**config.mk**
```make
export PLATFORM = sky130hd
export DESIGN_NAME = fd_dx_pipe_ctrl
export DESIGN_NICKNAME = d
export VERILOG_FILES = /design/src/rtl/pipe_pkg.sv /design/src/rtl/pipe_latch.sv /design/src/rtl/fd_dx_pipe_ctrl.sv
export SDC_FILE = /design/constraint.sdc
export NUM_CORES = 1
export LEC_CHECK = 0
export ABC_AREA = 1
export CAP_MARGIN = 40
export CORE_ASPECT_RATIO = 0.9
export CORE_MARGIN = 4
export CORE_UTILIZATION = 42
export DETAILED_ROUTE_END_ITERATION = 16
export GPL_ROUTABILITY_DRIVEN = 0
export GPL_TIMING_DRIVEN = 0
export PLACE_DENSITY = 0.76
export RECOVER_POWER = 50
export SYNTH_ARGS = -nofsm -noshare
export SYNTH_HDL_FRONTEND = slang
export SYNTH_SLANG_ARGS = --single-unit
```
**constraint.sdc**
```tcl
create_clock -name clock -period 1.6 [get_ports clock]
set_input_delay 0.16 -clock clock [delete_from_list [all_inputs] [get_ports clock]]
set_output_delay 0.16 -clock clock [all_outputs]
set_load 0.005 [all_outputs]
```
**src/rtl/pipe_pkg.sv**
```systemverilog
// pipe_pkg: shared encodings for the front-end pipeline
package pipe_pkg;
  localparam logic [31:0] NOOP_INSN = 32'b0;
  typedef struct packed {
    logic [4:0]  op;
    logic [4:0]  rd;
    logic [4:0]  rs;
    logic [4:0]  rt;
    logic [11:0] imm;
  } insn_t;
  typedef enum logic [1:0] {RUN = 2'd0, LW_BUBBLE = 2'd1, MD_WAIT = 2'd2} state_t;
endpackage

```
**src/rtl/pipe_latch.sv**
```systemverilog
// pipe_latch: pc+insn pipeline register with hold and clear-to-noop
module pipe_latch import pipe_pkg::*; #(
  parameter int PC_W = 12,
  parameter int INSN_W = 32
) (
  input  logic              clock,
  input  logic              reset_n,
  input  logic              en,
  input  logic              clr,
  input  logic [PC_W-1:0]   pc_in,
  input  logic [INSN_W-1:0] insn_in,
  output logic [PC_W-1:0]   pc,
  output logic [INSN_W-1:0] insn
);
  always_ff @(posedge clock or negedge reset_n)
    if (!reset_n) begin
      pc <= '0;
      insn <= INSN_W'(NOOP_INSN);
    end else if (en) begin
      pc <= pc_in;
      insn <= clr ? INSN_W'(NOOP_INSN) : insn_in;
    end
endmodule

```
**src/rtl/fd_dx_pipe_ctrl.sv**
```systemverilog
// fd_dx_pipe_ctrl: pc, F/D and D/X control with load-use bubble, multdiv freeze and branch flush
module fd_dx_pipe_ctrl import pipe_pkg::*; #(
  parameter int PC_W = 12,
  parameter int INSN_W = 32,
  parameter int CNT_W = 16
) (
  input  logic              clock,
  input  logic              reset_n,
  input  logic [INSN_W-1:0] imem_insn,
  input  logic              stall_lw,
  input  logic              md_busy,
  input  logic              branch_taken,
  input  logic [PC_W-1:0]   branch_target,
  output logic [PC_W-1:0]   pc_out,
  output logic [PC_W-1:0]   fd_pc,
  output logic [INSN_W-1:0] fd_insn,
  output logic              fd_is_noop,
  output logic [PC_W-1:0]   dx_pc,
  output logic [INSN_W-1:0] dx_insn,
  output logic [CNT_W-1:0]  stall_cnt
);
  state_t state, state_nx;
  logic freeze, bubble, pc_en, dx_en, dx_clr, cnt_inc;
  logic [PC_W-1:0] pc_nx;
  always_ff @(posedge clock or negedge reset_n)
    if (!reset_n) state <= RUN;
    else state <= state_nx;
  always_comb
    state_nx = branch_taken ? RUN :
               md_busy ? MD_WAIT :
               (stall_lw && state == RUN) ? LW_BUBBLE : RUN;
  always_comb begin
    freeze = !branch_taken && md_busy;
    bubble = !branch_taken && !md_busy && stall_lw && state == RUN;
    pc_en = !freeze && !bubble;
    dx_en = !freeze;
    dx_clr = branch_taken || bubble;
    cnt_inc = freeze || bubble;
    pc_nx = branch_taken ? branch_target : pc_out + PC_W'(1);
  end
  always_ff @(posedge clock or negedge reset_n)
    if (!reset_n) begin
      pc_out <= '0;
      stall_cnt <= '0;
    end else begin
      if (pc_en) pc_out <= pc_nx;
      if (cnt_inc && !(&stall_cnt)) stall_cnt <= stall_cnt + CNT_W'(1);
    end
  pipe_latch #(.PC_W(PC_W), .INSN_W(INSN_W)) u_fd (
    .clock(clock), .reset_n(reset_n), .en(pc_en), .clr(branch_taken),
    .pc_in(pc_out), .insn_in(imem_insn), .pc(fd_pc), .insn(fd_insn)
  );
  pipe_latch #(.PC_W(PC_W), .INSN_W(INSN_W)) u_dx (
    .clock(clock), .reset_n(reset_n), .en(dx_en), .clr(dx_clr),
    .pc_in(fd_pc), .insn_in(fd_insn), .pc(dx_pc), .insn(dx_insn)
  );
  assign fd_is_noop = fd_insn == INSN_W'(NOOP_INSN);
endmodule

```
==> metrics <==
P per Cell Area 1166 mW/mm2; critical path fanouts, max 2; Yosys warning total 0; DIE HEIGHT 114.4 um; Area growth, synth to finish 48.76%; number of global-route vias before repair 5,154; commonest non-fill, non-tap cells in the layout nand2_1, clkdlybuf4s50_1, dfrtp_1; # Max-Cap Violations 0; grt ovf 0; first-pass GRT wire length 26,080 um; Seq cells post-synth 118; largest net degree at the start of global routing 67; clock root buffer clkbuf_16; clock period minus worst slack 1.697 ns; CP Data Arrival Time 1.54 ns; RSZ-0062 raised after global routing yes; worst setup path class flop to primary output; die width 126.2 um; H-tree depth 4; initial DRC count 397; Worst-Margin Slew 1.213 ns; DRC viols 0; worst skew pair latency 0.41 ns; setup violators final 1; count of cell types in the netlist 31; Clock Sinks 118; io pins 166; startpoint types flop; Max clock buf depth 2; Worst Setup End Kind primary output; Final HPWL DP 11,400 um; Synth top area share 55.88%; WL/cell 15.84 um; Seq/Total Area, Yosys 55.88%; Worst Hold Margin 0.1008 ns; Pwr Total 9.166 mW; top post-synthesis cells by area dfrtp_1, nand2_1, o21ai_0; initial antenna violation count 0; total number of vias 5,108; violated checks negative setup slack; status finished with violations; layout cell share with drive strength beyond 1 12.35%; total track usage 22.63%; final period utilization 106.1%; syn nets 671; WL final 15,620 um; ANT cells 0; Routed Antenna Nets 0; syn avg cell area 8.522 um2; CTS tree done; Critical Path RT 1.44 ns; Vias per Instance 5.181; clk_skew 0.01081 ns; Post-Syn Area 0.005284 mm2; CTS clk-pin slew, worst paths 0.05 ns; f_max 589.1 MHz; Pre-Repair DR Iteration Count 5; Final Hold Viols 0; maximum VDD drop 0.5761 mV; P_leak 3.546 nW; worst hold path type primary input to flop; CTS Buf Count 17; full die area 0.01444 mm2; Syn Inst Count 620; row count 38; biggest area consumer among synthesized cells dfrtp_1; Core ar. 0.01217 mm2; Worst Setup Slack, final -0.09746 ns; port bufs 164; NumNets Final 865; Starting Density 43.41%; Final Max Slew Viols 0; Slew Limit Headroom 19.15%; commonest non-fill, non-tap cell in the layout nand2_1
-- synthesized netlist by cell type --
cell / instances
nand2_1: 185
dfrtp_1: 118
o21ai_0: 72
inv_1: 58
nand3_1: 52
nor2_1: 36
o21ai_1: 20
clkbuf_1: 14
nand4_1: 11
buf_6: 5
a21oi_1: 4
buf_2: 4
nor4_1: 4
o21ai_2: 4
xnor2_1: 4
xor2_1: 4
inv_2: 3
buf_1: 2
buf_4: 2
ha_1: 2
nor2_4: 2
nor2_8: 2
o211ai_1: 2
o21bai_1: 2
or2_2: 2
nand2_2: 1
nand3_4: 1
nand3b_1: 1
nor3_1: 1
o21a_1: 1
o31ai_1: 1
-- state kept, by name, indices dropped and copies added (netlist names) --
| name | flops |
|---|---|
| u_dx.insn | 32 |
| u_fd.insn | 32 |
| stall_cnt | 16 |
| pc_out | 12 |
| u_dx.pc | 12 |
| u_fd.pc | 12 |
| state | 2 |
-- worst paths after layout --
path	startpoint	endpoint	slack (ns)	depth (start not counted)
hold reg to reg	u_dx.pc[8]	u_dx.pc[8]	0.46	2
hold / removal	branch_taken	pc_out[1]	0.10	3
min in group asynchronous	reset_n	u_dx.insn[23]	0.54	2
setup / recovery	u_fd.insn[7]	fd_is_noop	-0.1	4
max in group asynchronous	reset_n	stall_cnt[10]	0.13	3
setup reg to reg	state[1]	u_fd.insn[18]	0.01	7
-- area by class of cell --
| class | count | area [um2] |
|---|---|---|
| Multi-Input combinational cell | 414 | 1993 |
| Inverter | 61 | 229.0 |
| Timing Repair Buffer | 175 | 1734 |
| Sequential cell | 118 | 2969 |
| Fill cell | 1027 | 4312 |
| Clock inverter | 9 | 103.9 |
| Clock buffer | 22 | 454.2 |
| Buffer | 27 | 176.4 |
| Tap cell | 160 | 200.2 |
-- worst max-delay path, stage by stage, from the launching register on --
cell	delay (ns)
dfrtp_1	0.38
nor4_2	0.35
nand3_2	0.14
nor2_1	0.13
buf_2	0.13
-- cells by family after synthesis --
kind of cell | share of synthesized area, %
buffers and inverters | 7.199
and+or+nand+nor | 24.51
adders and majority gates | 0.4735
xor gates and xnor gates | 1.326
AOI/OAI and AO/OA | 10.61
DFF | 55.88
-- routing by layer --
layer / vias to the layer above / track usage (%) / share of wire [%]
met5: - / 0 / 0
met4: 0 / 9.149 / 2.2
met3: 26 / 6.017 / 6.8
met2: 210 / 35.77 / 49
met1: 2471 / 29.89 / 42
li1: 2401 / - / -
-- where the power goes --
part / internal [mW] / switching, mW / total [mW]
clock network: 2.31 / 1.28 / 3.59
logic: 1.04 / 0.860 / 1.90
registers: 3.33 / 0.342 / 3.67
-- what timing repair did --
action,CTS,global route
gates cloned,0,0
hold buffers,1,0
pin swaps,6,1
endpoints found under the hold margin,52,0
gates resized for setup,20,37
setup buffers,4,5
endpoints found under the setup margin,46,99
-- metrics by stage --
stage	area (um2)	setup TNS, ns	worst slack, ns	utilization, %	std cells
detailed placement	7154	-28.30	-0.4354	58.78	945
CTS	7781	-0.1293	-0.1293	63.93	981
global route	7860	-17.58	-0.2046	64.58	986
global placement	7126	-504.16	-4.055	58.54	944
finish	7860	-0.09746	-0.09746	64.58	986
floorplan	5284	0	0.04507	-	620
(Power assumes the default switching activity.)
